===== src/rtl/tinyalu_pkg.sv =====
// Shared encodings for the TinyALU command sequencer and its command FIFO.
package tinyalu_pkg;

    typedef enum logic [2:0] {
        no_op  = 3'd0,
        add_op = 3'd1,
        and_op = 3'd2,
        xor_op = 3'd3,
        mul_op = 3'd4,
        rst_op = 3'd7
    } operation_t;

    typedef enum logic [1:0] {
        ST_OK      = 2'd0,
        ST_TIMEOUT = 2'd1,
        ST_ILLEGAL = 2'd2
    } status_t;

    typedef enum logic [2:0] {
        S_IDLE,
        S_ISSUE,
        S_WAIT,
        S_RESET,
        S_RESP
    } seq_state_t;

    // Codes 5 and 6 have no ALU meaning.
    function automatic logic is_legal_op(input logic [2:0] op);
        return (op != 3'd5) && (op != 3'd6);
    endfunction

endpackage


===== src/rtl/tinyalu_cmd_fifo.sv =====
// Circular command FIFO with occupancy count; push and pop may coincide even when full.
module tinyalu_cmd_fifo #(
    parameter int W     = 19,
    parameter int DEPTH = 4
) (
    input  logic                   clk,
    input  logic                   reset_n,
    input  logic                   push,
    input  logic [W-1:0]           push_data,
    input  logic                   pop,
    output logic [W-1:0]           pop_data,
    output logic                   full,
    output logic                   empty,
    output logic [$clog2(DEPTH):0] count
);

    localparam int AW = $clog2(DEPTH);
    localparam int CW = AW + 1;

    logic [W-1:0]  mem_q [DEPTH];
    logic [AW-1:0] wr_ptr_q, wr_ptr_d;
    logic [AW-1:0] rd_ptr_q, rd_ptr_d;
    logic [CW-1:0] count_q, count_d;
    logic          do_push, do_pop;

    assign full     = (count_q == DEPTH[CW-1:0]);
    assign empty    = (count_q == '0);
    assign count    = count_q;
    assign pop_data = mem_q[rd_ptr_q];

    always_comb begin
        do_pop   = pop && !empty;
        do_push  = push && (!full || do_pop);
        wr_ptr_d = wr_ptr_q + AW'(do_push);
        rd_ptr_d = rd_ptr_q + AW'(do_pop);
        count_d  = count_q + CW'(do_push) - CW'(do_pop);
    end

    // NOTE: storage has no reset; pointers and count alone define what is valid.
    always_ff @(posedge clk) begin
        if (do_push) begin
            mem_q[wr_ptr_q] <= push_data;
        end
    end

    // NOTE: sequential state uses non-blocking assignments so every flop samples pre-edge values.
    always_ff @(posedge clk or negedge reset_n) begin
        if (!reset_n) begin
            wr_ptr_q <= '0;
            rd_ptr_q <= '0;
            count_q  <= '0;
        end else begin
            wr_ptr_q <= wr_ptr_d;
            rd_ptr_q <= rd_ptr_d;
            count_q  <= count_d;
        end
    end

endmodule


===== src/rtl/tinyalu_cmd_sequencer.sv =====
// Buffers commands, drives the TinyALU start/done handshake with timeout and
// generated ALU reset, and returns one response per command in order.
module tinyalu_cmd_sequencer
    import tinyalu_pkg::*;
#(
    parameter int DATA_W  = 8,
    parameter int RES_W   = 2 * DATA_W,
    parameter int DEPTH   = 4,
    parameter int TIMEOUT = 255,
    parameter int RST_CYC = 2
) (
    input  logic                   clk,
    input  logic                   reset_n,
    input  logic                   cmd_valid,
    output logic                   cmd_ready,
    input  logic [DATA_W-1:0]      cmd_a,
    input  logic [DATA_W-1:0]      cmd_b,
    input  logic [2:0]             cmd_op,
    output logic                   rsp_valid,
    input  logic                   rsp_ready,
    output logic [RES_W-1:0]       rsp_result,
    output logic [2:0]             rsp_op,
    output logic [1:0]             rsp_status,
    output logic [DATA_W-1:0]      alu_a,
    output logic [DATA_W-1:0]      alu_b,
    output logic [2:0]             alu_op,
    output logic                   alu_start,
    input  logic                   alu_done,
    input  logic [RES_W-1:0]       alu_result,
    output logic                   alu_reset_n,
    output logic                   busy,
    output logic [$clog2(DEPTH):0] level
);

    localparam int FIFO_W  = 2 * DATA_W + 3;
    localparam int CNT_MAX = (TIMEOUT > RST_CYC) ? TIMEOUT : RST_CYC;
    localparam int CNT_W   = $clog2(CNT_MAX + 1);

    seq_state_t          state_q, state_d;
    logic [DATA_W-1:0]   hold_a_q, hold_a_d;
    logic [DATA_W-1:0]   hold_b_q, hold_b_d;
    logic [2:0]          hold_op_q, hold_op_d;
    logic [CNT_W-1:0]    cnt_q, cnt_d;
    logic                start_q, start_d;
    logic                alu_rst_n_q, alu_rst_n_d;
    logic [RES_W-1:0]    rsp_result_q, rsp_result_d;
    logic [2:0]          rsp_op_q, rsp_op_d;
    status_t             rsp_status_q, rsp_status_d;

    logic                fifo_full, fifo_empty, fifo_pop, fifo_push;
    logic [FIFO_W-1:0]   fifo_wdata, fifo_rdata;

    assign fifo_push  = cmd_valid && cmd_ready;
    assign fifo_wdata = {cmd_op, cmd_a, cmd_b};

    tinyalu_cmd_fifo #(
        .W     (FIFO_W),
        .DEPTH (DEPTH)
    ) u_fifo (
        .clk       (clk),
        .reset_n   (reset_n),
        .push      (fifo_push),
        .push_data (fifo_wdata),
        .pop       (fifo_pop),
        .pop_data  (fifo_rdata),
        .full      (fifo_full),
        .empty     (fifo_empty),
        .count     (level)
    );

    assign cmd_ready   = !fifo_full;
    assign busy        = !fifo_empty || (state_q != S_IDLE);
    assign alu_a       = hold_a_q;
    assign alu_b       = hold_b_q;
    assign alu_op      = hold_op_q;
    assign alu_start   = start_q;
    assign alu_reset_n = alu_rst_n_q;
    assign rsp_valid   = (state_q == S_RESP);
    assign rsp_result  = rsp_result_q;
    assign rsp_op      = rsp_op_q;
    assign rsp_status  = rsp_status_q;

    always_comb begin
        // NOTE: every output of this block gets a default first so no path infers a latch.
        state_d      = state_q;
        hold_a_d     = hold_a_q;
        hold_b_d     = hold_b_q;
        hold_op_d    = hold_op_q;
        cnt_d        = cnt_q;
        start_d      = start_q;
        alu_rst_n_d  = alu_rst_n_q;
        rsp_result_d = rsp_result_q;
        rsp_op_d     = rsp_op_q;
        rsp_status_d = rsp_status_q;
        fifo_pop     = 1'b0;

        case (state_q)
            S_IDLE: begin
                if (!fifo_empty) begin
                    fifo_pop                       = 1'b1;
                    {hold_op_d, hold_a_d, hold_b_d} = fifo_rdata;
                    state_d                        = S_ISSUE;
                end
            end
            S_ISSUE: begin
                rsp_op_d     = hold_op_q;
                rsp_result_d = '0;
                rsp_status_d = ST_OK;
                if (!is_legal_op(hold_op_q)) begin
                    rsp_status_d = ST_ILLEGAL;
                    state_d      = S_RESP;
                end else if (hold_op_q == rst_op) begin
                    alu_rst_n_d = 1'b0;
                    cnt_d       = CNT_W'(1);
                    state_d     = S_RESET;
                end else if (hold_op_q == no_op) begin
                    // Single start pulse; RESP clears it on the following edge.
                    start_d = 1'b1;
                    state_d = S_RESP;
                end else begin
                    start_d = 1'b1;
                    cnt_d   = CNT_W'(1);
                    state_d = S_WAIT;
                end
            end
            S_WAIT: begin
                if (alu_done) begin
                    start_d      = 1'b0;
                    rsp_result_d = alu_result;
                    rsp_status_d = ST_OK;
                    state_d      = S_RESP;
                end else if (cnt_q == CNT_W'(TIMEOUT)) begin
                    start_d      = 1'b0;
                    rsp_result_d = '0;
                    rsp_status_d = ST_TIMEOUT;
                    state_d      = S_RESP;
                end else begin
                    cnt_d = cnt_q + CNT_W'(1);
                end
            end
            S_RESET: begin
                if (cnt_q == CNT_W'(RST_CYC)) begin
                    alu_rst_n_d = 1'b1;
                    state_d     = S_RESP;
                end else begin
                    cnt_d = cnt_q + CNT_W'(1);
                end
            end
            S_RESP: begin
                start_d = 1'b0;
                if (rsp_ready) begin
                    state_d = S_IDLE;
                end
            end
            default: begin
                state_d = S_IDLE;
            end
        endcase
    end

    always_ff @(posedge clk or negedge reset_n) begin
        if (!reset_n) begin
            state_q      <= S_IDLE;
            hold_a_q     <= '0;
            hold_b_q     <= '0;
            hold_op_q    <= '0;
            cnt_q        <= '0;
            start_q      <= 1'b0;
            alu_rst_n_q  <= 1'b1;
            rsp_result_q <= '0;
            rsp_op_q     <= '0;
            rsp_status_q <= ST_OK;
        end else begin
            state_q      <= state_d;
            hold_a_q     <= hold_a_d;
            hold_b_q     <= hold_b_d;
            hold_op_q    <= hold_op_d;
            cnt_q        <= cnt_d;
            start_q      <= start_d;
            alu_rst_n_q  <= alu_rst_n_d;
            rsp_result_q <= rsp_result_d;
            rsp_op_q     <= rsp_op_d;
            rsp_status_q <= rsp_status_d;
        end
    end

endmodule

===== config.mk =====
export PLATFORM = sky130hd
export DESIGN_NAME = tinyalu_cmd_sequencer
export DESIGN_NICKNAME = d
export VERILOG_FILES = /design/src/rtl/tinyalu_pkg.sv /design/src/rtl/tinyalu_cmd_fifo.sv /design/src/rtl/tinyalu_cmd_sequencer.sv
export SDC_FILE = /design/constraint.sdc
export NUM_CORES = 1
export LEC_CHECK = 0
export ABC_CLOCK_PERIOD_IN_PS = 7600
export CAP_MARGIN = 5
export CORE_ASPECT_RATIO = 0.9
export CORE_MARGIN = 4
export CORE_UTILIZATION = 35
export DETAILED_ROUTE_END_ITERATION = 12
export PLACE_DENSITY_LB_ADDON = 0.12
export RECOVER_POWER = 50
export SYNTH_ARGS = -nofsm -noshare
export SYNTH_HDL_FRONTEND = slang
export SYNTH_SLANG_ARGS = --single-unit

===== constraint.sdc =====
create_clock -name clk -period 7.6 [get_ports clk]
set_clock_uncertainty 0.05 [all_clocks]
set_input_delay 1.52 -clock clk [delete_from_list [all_inputs] [get_ports clk]]
set_output_delay 1.52 -clock clk [all_outputs]
set_load 0.02 [all_outputs]

After elaboration in Yosys (flattened, before gate mapping)
Memory sizes are Yosys's and may differ from the RTL's. A register that Yosys moved wholly into a read port is not among the register bits.
Index checks and enable logic that the tools add are counted.
{ "word_totals": {"reg_bits": 41, "ramBits": 76, "input_bits": 40, "out_inout_bits": 48, "word_cells": 97, "memories": 1} }
{ "classes": {"add_sub_neg": 5, "eq_ne": 21, "n_mux": 36, "n_bitwise": 1, "n_reduce_logical": 23} }
{ "mem_list": {"columns": ["memory", "depth", "width", "read_ports", "rd_ports_with_merged_regs", "wr", "line_no", "source"], "rows": [
  ["u_fifo.mem_q", 4, 19, 1, 1, 1, "tinyalu_cmd_fifo.sv:20", "logic [W-1:0] mem_q [DEPTH];"]
]} }
{ "op_table": {"columns": ["cell", "n"], "rows": [
  ["two-way mux 8 bit", 6],
  ["two-way mux 16 bit", 2],
  ["case mux 16 bit (2 select lines)", 1],
  ["two-way mux 3 bit", 8],
  ["case mux 8 bit (3 select lines)", 1],
  ["inequality test 2 bit (second input constant)", 8],
  ["case mux 3 bit (5 select lines)", 1],
  ["inequality test 3 bit (second input constant)", 4],
  ["AND reduction 4 bit", 3],
  ["two-way mux 1 bit", 11],
  ["== test 3 bit (second input constant)", 3],
  ["logical NOT 3 bit", 3],
  ["nonzero test 3 bit", 3],
  ["adder 8 x 1 -> 8 bit (second input constant)", 1],
  ["== test 8 x 2 -> 1 bit (second input constant)", 1],
  ["== test 8 bit (second input constant)", 1],
  ["== test 3 x 2 -> 1 bit (second input constant)", 2],
  ["two-way mux 2 bit", 3],
  ["AND reduction 6 bit", 1],
  ["adder 2 x 1 -> 2 bit", 2],
  ["logical AND 1 bit", 4],
  ["case mux 2 bit (2 select lines)", 1],
  ["AND reduction 2 bit", 2],
  ["nonzero test 2 bit", 2],
  ["9 further kinds", 12]
]} }

Depth between registers and ports, before layout
Gate-level depths: netlist (run 1).
{ "depth": {"ltp_word": 8, "mapped_depth": 10} }

Cells and area by module
From an unflattened synthesis (run 1), not the netlist that was laid out.
{ "unflattened": {"hier_cells": 363, "hier_area_um2": 5728.0} }
{ "modules_own_cells": {"columns": ["module", "instances", "cells_each", "area_per_inst_um2", "seq_area_each_um2"], "rows": [
  ["tinyalu_cmd_fifo", 1, 130, 3171.8, 2457.4],
  ["tinyalu_cmd_sequencer", 1, 233, 2556.2, 1327.5]
]} }

Worst setup path before layout (run 1)
Ideal clock, no wire load.
{ "synth_timing": {"path_type": "input -> register", "from": "input port cmd_valid", "to": "memory u_fifo.mem_q[1][0] (enable)", "setup_time_ns": 0.423, "arrival_time_ns": 3.072, "t_required_ns": 7.127, "setup_slack_ns": 4.055, "path_stages": 2, "path_cell_list": "nand2_1 > nor3b_1"} }
{ "synth_via": {"elab_chain_cells": 4} }
{ "synth_lines": {"columns": ["item", "line_no", "source"], "rows": [
  ["from (decl)", "tinyalu_cmd_sequencer.sv:14", "input logic cmd_valid,"],
  ["logical AND 1 bit", "tinyalu_cmd_sequencer.sv:53", "assign fifo_push = cmd_valid && cmd_ready;"],
  ["logical AND 1 bit", "tinyalu_cmd_fifo.sv:33", "do_push = push && (!full || do_pop);"],
  ["two-way mux 1 bit", "tinyalu_cmd_fifo.sv:41", "if (do_push) begin"],
  ["two-way mux 1 bit (implied by the code)", "tinyalu_cmd_fifo.sv:42", "mem_q[wr_ptr_q] <= push_data;"],
  ["to (decl)", "tinyalu_cmd_fifo.sv:20", null]
]} }
No other way between the ends.

==> impl_metrics.py, run 1 <==
metrics = {
    "yosys": {
        "synth-xor-area-share_pct": 0.9649,
        "synth_top_family_by_area": "multiplexers",
        "ys_ff_latch": 136,
        "area_fraction_in_compound_gates_after_synthesis_pct": 7.282,
        "synth-seq-area-share_pct": 69.49,
        "synth.lib_cells_used.distinct": 48,
        "post_synth_inst_count": 321,
        "ys.warnings.count": 0,
        "yosys.area_share.adder_pct": 1.516,
        "synth.avg_cell_area_um2": 16.97,
        "synthesized_nets": 367,
        "muxShareOfSynthArea_pct": 13.23,
        "async_flop_share_pct": 44.12,
        "synth_edf_count": 76,
        "netlist_area_um2": 5446,
        "yosys_most_used_dff": "edfxtp_1",
        "synthSimpleGateAreaFrac_pct": 5.743,
    },
    "power_and_ir_drop": {
        "vdd_drop_max_mv": 0.2241,
        "power.density_cell_area_nw_per_um2": 439.3,
        "internal_power_mw": 2.065,
        "pwr-share-clk_pct": 25.5,
        "seqPwrFrac_pct": 38.4,
        "power.share.combinational_pct": 36.1,
        "p_switching_mw": 1.072,
        "static-leakage-power_nw": 2.638,
        "totalPowerFinal_mw": 3.137,
        "sw_frac_of_total_pct": 34.16,
    },
    "global_route": {
        "grt_max_degree": 61,
        "grt_antenna_before_repair": 0,
        "groute.usage.overall_pct": 13.65,
        "vias_in_the_first_global_route": 3364,
        "grt_first_pass_wirelength_mm": 18.63,
        "grt.overflow.total": 0,
    },
    "floorplan": {
        "initial_core_utilization_pct": 36.37,
        "rows": 42,
        "core-area_um2": 14980,
        "die_w_um": 139.5,
        "die_area_um2": 17620,
        "die_h_um": 126.3,
        "top_level_ports": 88,
    },
    "placement": {
        "detailed_place.area_um2": 6568,
        "place.detailed.hpwl_mm": 7.082,
        "gpl.final_weighted_congestion": 0.7916,
        "dp.cells": 600,
        "port_buffers": 87,
        "dpl_worst_slack_ns": 3.937,
    },
    "drt": {
        "detail_routed_net_length_per_standard_cell_um": 17.82,
        "drt-pass1-iter-count": 6,
        "num_vias": 3134,
        "antenna_violating_nets_post_route": 0,
        "drt_first_iter_violations": 147,
        "remaining_drc_errors": 0,
        "drt-total-wl_mm": 11.26,
        "route.detailed.vias_per_inst": 4.959,
    },
    "finish": {
        "layout_common_cells": "76 x edfxtp_1, 67 x clkdlybuf4s50_1, 59 x dfrtp_1",
        "area_delta_synth_final_pct": 31.08,
        "antenna-diode-count": 0,
        "layout_commonest_cell": "edfxtp_1",
        "fillers": 1324,
        "layout.cell_area.non_filler_um2": 7139,
        "post_route_cells_drive_above_1_share_pct": 21.66,
        "finalNonFillerCells": 632,
        "final_util_pct": 47.67,
        "layout_nets": 467,
    },
    "setup_path": {
        "end_kind": "async pin",
        "rr_endpoint": "u_fifo.count[2]$_DFF_PN0_",
        "worst_path_dominant_cell_family": "buffers and inverters",
        "cp.required_ns": 7.30,
        "cells_along_the_critical_path": "buf_2 -> clkbuf_1",
        "reg2reg_from": "state_q[1]$_DFFE_PN0P_",
        "timing.setup.critical_path_class": "input port to async pin",
        "timing.critical_path.slowest_stage_cell": "clkbuf_1",
        "cp-endpoint": "alu_a[6]$_DFFE_PN0P_",
        "crit_buf_inv": 2,
        "r2r_cells": 9,
        "reg2reg_setup_slack_ns": 4.06,
        "max_stage_delay_ns": 2.41,
        "critPathMaxFanout": 60,
        "worstSetupStartpoint": "reset_n",
        "startpoint_type": "input port",
        "worstPathArrival_ns": 4.04,
        "path_depth": 2,
    },
    "clock_tree": {
        "clock_path_buffers": 2,
        "clock_tree.root_cell": "clkbuf_16",
        "cts_inserted_buffers": 17,
        "worstSkewPairLatency_ns": 0.42,
        "postCtsResizedCells": 0,
        "cts.htree.levels": 4,
        "cts_setup_buffers": 0,
        "cts_tree": "done",
        "clk_pin_slew_worst_paths_ns": 0.06,
        "cts.sinks": 136,
        "cts.hold.buffers_added": 0,
    },
    "min_path": {
        "hp-class": "register to register",
    },
    "timing": {
        "worst_pin_slew_ns": 3.439,
        "fmax_mhz": 230.1,
        "min_clock_period_post_route_ns": 4.346,
        "share_of_the_clock_period_used_by_the_worst_path_after_layout_pct": 57.18,
        "slew_margin_rel_pct": -129.2,
        "timing.final.setup_violations": 0,
        "summed_negative_setup_slack_over_all_endpoints_ns": 0,
        "drv_slew": 84,
        "unrepaired_setup_endpoints_after_global_routing": "no",
        "setup_ws_ns": 3.254,
        "timing_hold_violations_final": 0,
        "holdWs_ns": 0.4480,
    },
    "run_status": {
        "failed_checks": "capacitance limit, slew limit",
        "status": "complete, but fails checks",
    },
    "run": {
        "maxCapViolations": 2,
    },
}
[worst reg2reg max path, cell delays in order, from the launching register on]
cell      delay (ns)
dfrtp_1         0.59
nor4_4          0.34
clkbuf_1        1.13
ha_1            0.43
inv_1           0.06
ha_1            0.13
inv_1           0.05
fa_1            0.38
xnor2_1         0.15
xnor2_1         0.13
[cell families after synthesis]
family	after synthesis
DFF	136
and+or+nand+nor	58
AOI/OAI and AO/OA	48
muxes	44
buffers and inverters	23
xor gates and xnor gates	6
adders and majority gates	6
[registers in the layout, indices dropped and copies added (netlist names)]
name             count
u_fifo.rd_ptr_q      2
rsp_op               3
cnt_q                8
alu_reset_n          1
u_fifo.wr_ptr_q      2
alu_start            1
u_fifo.mem_q        76
rsp_result          16
state_q              3
alu_op               3
alu_b                8
alu_a                8
rsp_status           2
u_fifo.count         3
[worst min path at each step]
stage / start / end / depth (start not counted)
after floorplan: u_fifo.wr_ptr_q[1]$_DFF_PN0_ / u_fifo.wr_ptr_q[1]$_DFF_PN0_ / 1
after global placement: rsp_result[3]$_DFFE_PN0P_ / rsp_result[3]$_DFFE_PN0P_ / 1
after detailed placement: rsp_result[3]$_DFFE_PN0P_ / rsp_result[3]$_DFFE_PN0P_ / 1
after CTS: rsp_result[3]$_DFFE_PN0P_ / rsp_result[3]$_DFFE_PN0P_ / 1
after global routing: rsp_result[9]$_DFFE_PN0P_ / rsp_result[9]$_DFFE_PN0P_ / 1
final: rsp_result[12]$_DFFE_PN0P_ / rsp_result[12]$_DFFE_PN0P_ / 1
[area by class of cell]
type                       instances  area [um^2]  share of cell area [%]
multi-input combinational        162         1587                   22.22
timing repair buffer              92        895.9                   12.55
tap                              198        247.7                   3.470
inverter                          12        45.04                  0.6309
sequential                       136         3785                   53.01
clock inverter                    14        140.1                   1.963
clock buffer                      18        439.2                   6.151
[power by group through the flow]
stage,logic (mW),registers [mW],clock network [mW]
after global placement,1.15,1.22,0
after global routing,1.23,1.24,0.863
final,1.13,1.20,0.799
after floorplan,0.611,1.29,0
after detailed placement,1.15,1.22,0
after CTS,1.16,1.21,0.820
[routing by layer]
metal  vias up  GRT usage (%)  routed length [um]
met3        14          4.554                 610
met2        84          21.40                5319
met1      1575          17.74                5163
met5         -              0                   0
li1       1461              -                   -
met4         0          5.121                 169
[cells in the mapped netlist (all sizes together) (3+ instances only)]
library cell,n,area share (%)
edfxtp,76,42
dfrtp,59,27
mux2,25,5.4
mux4,19,7.9
a22o,18,2.9
nand2,16,1.1
inv,12,0.83
a21oi,10,1.2
nor2,9,0.62
buf,8,0.74
nor3,8,0.74
nand3,7,0.64
ha,5,1.1
o21ai,5,0.46
nor4,4,0.69
clkbuf,3,0.21
o211ai,3,0.76
or3,3,0.34
xnor2,3,0.48
xor2,3,0.48
No activity file was read; power rests on OpenSTA's default activity.
==> run 2: changes to the inputs <==
- ABC_CLOCK_PERIOD_IN_PS: 7600 -> 4200
- clock period: 7.6 -> 4.2 ns (I/O delays scaled with it)
==> run 2 against run 1 <==
The run still ends with capacitance limit, slew limit left. Sequential share of layout area down 0.38 points. First-iteration DRC count up 17%. Critical path type is now register to output pin. Setup slack lost 2.1 ns. Critical endpoint is now rsp_valid. Cell count increased by 0.63%. Worst hold slack gained 0.0021 ns. Critical path depth grew 1.
==> impl_metrics.py, run 2 (same netlist as run 1, synthesis figures left out) <==
metrics = {
    "timing": {
        "setup_ws_ns": 1.147,
        "timing.final.setup_violations": 0,
        "timing_hold_violations_final": 0,
        "slew_margin_rel_pct": -16.20,
        "share_of_the_clock_period_used_by_the_worst_path_after_layout_pct": 72.68,
        "fmax_mhz": 327.6,
        "min_clock_period_post_route_ns": 3.053,
        "holdWs_ns": 0.4501,
        "summed_negative_setup_slack_over_all_endpoints_ns": 0,
        "drv_slew": 32,
        "unrepaired_setup_endpoints_after_global_routing": "no",
        "worst_pin_slew_ns": 1.743,
    },
    "setup_path": {
        "timing.setup.critical_path_class": "register to output pin",
        "cells_along_the_critical_path": "inv_2 -> nor3_1 -> clkdlybuf4s50_1",
        "worstPathArrival_ns": 2.16,
        "cp.required_ns": 3.31,
        "end_kind": "output pin",
        "max_stage_delay_ns": 0.68,
        "timing.critical_path.slowest_stage_cell": "clkdlybuf4s50_1",
        "critPathMaxFanout": 12,
        "crit_buf_inv": 2,
        "startpoint_type": "register",
        "worst_path_dominant_cell_family": "buffers and inverters",
    },
    "finish": {
        "layout_commonest_cell": "edfxtp_1",
        "final_util_pct": 48.01,
        "layout_nets": 470,
        "area_delta_synth_final_pct": 32.02,
        "post_route_cells_drive_above_1_share_pct": 21.05,
        "largest_register_ff_count": 76,
        "layout_common_cells": "76 x edfxtp_1, 66 x clkdlybuf4s50_1, 59 x dfrtp_1",
        "register_with_the_most_flip_flops": "u_fifo.mem_q",
        "fillers": 1325,
    },
    "drt": {
        "drt-pass1-iter-count": 4,
        "route.detailed.vias_per_inst": 4.981,
        "drt-total-wl_mm": 11.36,
        "drt_first_iter_violations": 172,
        "antenna_violating_nets_post_route": 0,
        "remaining_drc_errors": 0,
        "num_vias": 3168,
        "detail_routed_net_length_per_standard_cell_um": 17.86,
    },
    "clock_tree": {
        "cts_inserted_buffers": 17,
        "postCtsResizedCells": 0,
        "cts_setup_buffers": 0,
        "clock_tree.root_cell": "clkbuf_16",
        "cts.sinks": 136,
        "worstSkewPairLatency_ns": 0.41,
        "clk_pin_slew_worst_paths_ns": 0.05,
        "clock_path_buffers": 2,
        "cts.htree.levels": 4,
        "cts.hold.buffers_added": 0,
        "cts_tree": "done",
    },
    "floorplan": {
        "rows": 42,
        "die_area_um2": 17620,
        "top_level_ports": 88,
        "die_w_um": 139.5,
        "initial_core_utilization_pct": 36.37,
        "core-area_um2": 14980,
        "die_h_um": 126.3,
    },
    "power_and_ir_drop": {
        "power.density_cell_area_nw_per_um2": 804.9,
        "static-leakage-power_nw": 2.671,
        "vdd_drop_max_mv": 0.4095,
    },
    "placement": {
        "dpl_worst_slack_ns": 1.533,
        "place.detailed.hpwl_mm": 7.171,
        "gpl.final_weighted_congestion": 0.7713,
        "port_buffers": 87,
    },
    "run": {
        "maxCapViolations": 1,
    },
    "global_route": {
        "vias_in_the_first_global_route": 3352,
        "grt_antenna_before_repair": 1,
        "grt_first_pass_wirelength_mm": 18.42,
        "groute.usage.overall_pct": 13.61,
        "grt.overflow.total": 0,
        "grt_max_degree": 32,
    },
    "min_path": {
        "hp-class": "register to register",
    },
    "run_status": {
        "failed_checks": "capacitance limit, slew limit",
        "status": "complete, but fails checks",
    },
}
run 2: cell types whose count changed in the layout (fill, tap and decap cells not counted), moves of 2 or more:
| cell | change |
|---|---|
| clkinv_4 | -2 |
| bufinv_16 | +3 |
| inv_6 | -2 |
| inv_8 | -2 |
| clkinvlp_4 | -2 |
| clkinv_1 | +2 |
| clkinv_2 | +2 |
| clkbuf_1 | +3 |
| buf_4 | +2 |
run 2: path summary, 6_finish.rpt:
check / start / end / slack [ns] / depth (start not counted)
max: state_q[2]$_DFFE_PN0P_ / rsp_valid / 1.15 / 3
min: rsp_result[9]$_DFFE_PN0P_ / rsp_result[9]$_DFFE_PN0P_ / 0.45 / 1
max reg2reg: state_q[1]$_DFFE_PN0P_ / u_fifo.count[2]$_DFF_PN0_ / 1.56 / 9
min reg2reg: rsp_result[9]$_DFFE_PN0P_ / rsp_result[9]$_DFFE_PN0P_ / 0.45 / 1
max in group asynchronous: reset_n / u_fifo.count[2]$_DFF_PN0_ / 1.67 / 2
min in group asynchronous: reset_n / cnt_q[0]$_DFFE_PN0P_ / 0.83 / 1
run 2: final cells by class:
type | instances | area (um^2) | area share, %
Antenna cell | 1 | 2.502 | 0.03480
Inverter | 12 | 45.04 | 0.6264
Tap cell | 198 | 247.7 | 3.445
Timing Repair Buffer | 95 | 913.4 | 12.70
Multi-Input combinational cell | 162 | 1579 | 21.96
Clock inverter | 13 | 175.2 | 2.436
Clock buffer | 19 | 442.9 | 6.160
Sequential cell | 136 | 3785 | 52.64
run 2: per-layer routing:
layer | GRT usage [%] | vias to the layer above | share of wire (%)
met2 | 21.55 | 97 | 49
li1 | - | 1467 | -
met1 | 17.41 | 1585 | 44
met4 | 6.674 | 0 | 1.9
met5 | 0 | - | 0
met3 | 3.726 | 19 | 5.4
run 2: power breakdown:
group / total (mW) / internal (mW) / switching, mW
clock: 1.55 / 1.00 / 0.544
combinational: 2.04 / 1.04 / 1.00
sequential: 2.20 / 1.86 / 0.345
total: 5.79 / 3.90 / 1.89
run 2: per-stage QoR:
stage          power (mW)  cell area, um^2  std cells
2_1_floorplan       3.444             5446        321
3_3_place_gp        4.282             6590        603
3_5_place_dp        4.306             6590        603
4_1_cts             5.889             7208        635
5_1_grt             6.124             7191        636
6_report            5.788             7191        636
==> run 3: changes to the inputs <==
- ABC_CLOCK_PERIOD_IN_PS: 4200 -> 2800
- clock period: 4.2 -> 2.8 ns (I/O delays scaled with it)
==> run 3 against run 2 <==
The flow still finishes with violations (capacitance limit, slew limit). Utilization down 0.067 points. Sequential share of layout area up 0.091 points. Cell count unchanged.
==> impl_metrics.py, run 3 (same netlist as run 1, synthesis figures left out) <==
metrics = {
    "run_status": {
        "status": "complete, but fails checks",
        "failed_checks": "capacitance limit, slew limit",
    },
    "setup_path": {
        "cp.required_ns": 2.19,
        "reg2reg_setup_slack_ns": 0.50,
        "startpoint_type": "register",
        "worstSetupStartpoint": "state_q[1]$_DFFE_PN0P_",
        "reg2reg_from": "u_fifo.count[1]$_DFF_PN0_",
        "critPathMaxFanout": 15,
        "rr_endpoint": "u_fifo.mem_q[0][9]$_DFFE_PP_",
        "r2r_cells": 5,
        "worstPathArrival_ns": 2.04,
        "timing.setup.critical_path_class": "register to output pin",
        "end_kind": "output pin",
    },
    "finish": {
        "antenna-diode-count": 0,
        "fillers": 1322,
        "layout_commonest_cell": "edfxtp_1",
        "layout_common_cells": "76 x edfxtp_1, 67 x clkdlybuf4s50_1, 58 x dfrtp_1",
        "final_util_pct": 47.94,
        "register_with_the_most_flip_flops": "u_fifo.mem_q",
        "layout.cell_area.non_filler_um2": 7181,
        "post_route_cells_drive_above_1_share_pct": 22.15,
        "largest_register_ff_count": 76,
        "layout_nets": 471,
        "finalNonFillerCells": 636,
        "area_delta_synth_final_pct": 31.84,
    },
    "clock_tree": {
        "cts.htree.levels": 4,
        "cts_tree": "done",
        "cts.sinks": 136,
        "clock_path_buffers": 2,
        "cts_inserted_buffers": 17,
        "worstSkewPairLatency_ns": 0.41,
        "clock_tree.root_cell": "clkbuf_16",
        "clk_pin_slew_worst_paths_ns": 0.06,
    },
    "power_and_ir_drop": {
        "power.density_cell_area_nw_per_um2": 1190,
        "vdd_drop_max_mv": 0.5147,
        "static-leakage-power_nw": 2.663,
    },
    "placement": {
        "detailed_place.area_um2": 6616,
        "dpl_worst_slack_ns": 0.4477,
        "place.detailed.hpwl_mm": 7.149,
        "port_buffers": 87,
        "dp.cells": 604,
        "gpl.final_weighted_congestion": 0.8182,
    },
    "timing": {
        "drv_slew": 29,
        "timing_hold_violations_final": 0,
        "min_clock_period_post_route_ns": 2.648,
        "timing.final.setup_violations": 0,
        "slew_margin_rel_pct": -12.85,
        "setup_ws_ns": 0.1522,
        "summed_negative_setup_slack_over_all_endpoints_ns": 0,
        "unrepaired_setup_endpoints_after_global_routing": "no",
        "worst_pin_slew_ns": 1.693,
        "share_of_the_clock_period_used_by_the_worst_path_after_layout_pct": 94.57,
        "fmax_mhz": 377.7,
    },
    "min_path": {
        "hp-start": "rsp_result[12]$_DFFE_PN0P_",
        "hold-path-endpoint": "rsp_result[12]$_DFFE_PN0P_",
        "worstHoldPathCells": 1,
        "hp-class": "register to register",
    },
    "floorplan": {
        "die_area_um2": 17620,
        "initial_core_utilization_pct": 36.37,
        "core-area_um2": 14980,
        "top_level_ports": 88,
        "die_w_um": 139.5,
        "rows": 42,
        "die_h_um": 126.3,
    },
    "drt": {
        "remaining_drc_errors": 0,
        "drt-total-wl_mm": 11.19,
        "drt-pass1-iter-count": 4,
        "num_vias": 3170,
        "antenna_violating_nets_post_route": 0,
        "route.detailed.vias_per_inst": 4.984,
        "detail_routed_net_length_per_standard_cell_um": 17.60,
        "drt_first_iter_violations": 154,
    },
    "global_route": {
        "grt_first_pass_wirelength_mm": 18.24,
        "grt_max_degree": 34,
        "groute.usage.overall_pct": 13.27,
        "vias_in_the_first_global_route": 3356,
        "grt.overflow.total": 0,
        "grt_antenna_before_repair": 1,
    },
    "run": {
        "maxCapViolations": 1,
    },
}
-- run 3: critical path, stage by stage (launching register included) --
cell             delay (ns)
dfrtp_1                0.59
nor3_1                 0.28
buf_4                  0.15
clkdlybuf4s50_1        0.60
-- run 3: cell type report --
type | count | area, um^2 | share of cell area [%]
Inverter | 12 | 45.04 | 0.6273
Sequential cell | 136 | 3786 | 52.73
Timing Repair Buffer | 96 | 923.4 | 12.86
Clock buffer | 22 | 464.2 | 6.465
Tap cell | 198 | 247.7 | 3.450
Multi-Input combinational cell | 162 | 1595 | 22.22
Clock inverter | 10 | 118.9 | 1.655
-- run 3: worst max-delay path by stage --
stage,slack [ns],to
6_report,0.15,rsp_valid
5_1_grt,0.01,alu_b[5]$_DFFE_PN0P_
4_1_cts,0.008,busy
3_5_place_dp,0.45,u_fifo.count[2]$_DFF_PN0_
3_3_place_gp,0.47,rsp_result[7]$_DFFE_PN0P_
2_1_floorplan,0.06,u_fifo.mem_q[0][0]$_DFFE_PP_
-- run 3: routing by layer --
metal  share of wire [%]  routed length [um]  track usage, %
met1                  48                5416           18.27
met2                  45                5047           20.10
met3                 5.5                 618           4.780
met4                0.86                  96           3.567
met5                0.12                  13               0
-- run 3: what timing repair did --
item                                    CTS  global route
hold buffers                              0             0
buffers inserted                          0             0
gates resized for setup                   0             2
endpoints found under the setup margin    0             2
-- run 3: report_power, final --
group,switching [mW],internal [mW],leakage (nW)
logic,1.58,1.57,0.943
clock network,0.816,1.36,0.279
registers,0.428,2.79,1.44
-- run 3: per-stage QoR --
step,power [mW],hold slack (ns)
5_1_grt,9.061,0.4592
4_1_cts,8.706,0.1749
3_5_place_dp,6.485,0.4322
3_3_place_gp,6.444,0.4321
6_report,8.542,0.4461
2_1_floorplan,5.167,0.2144
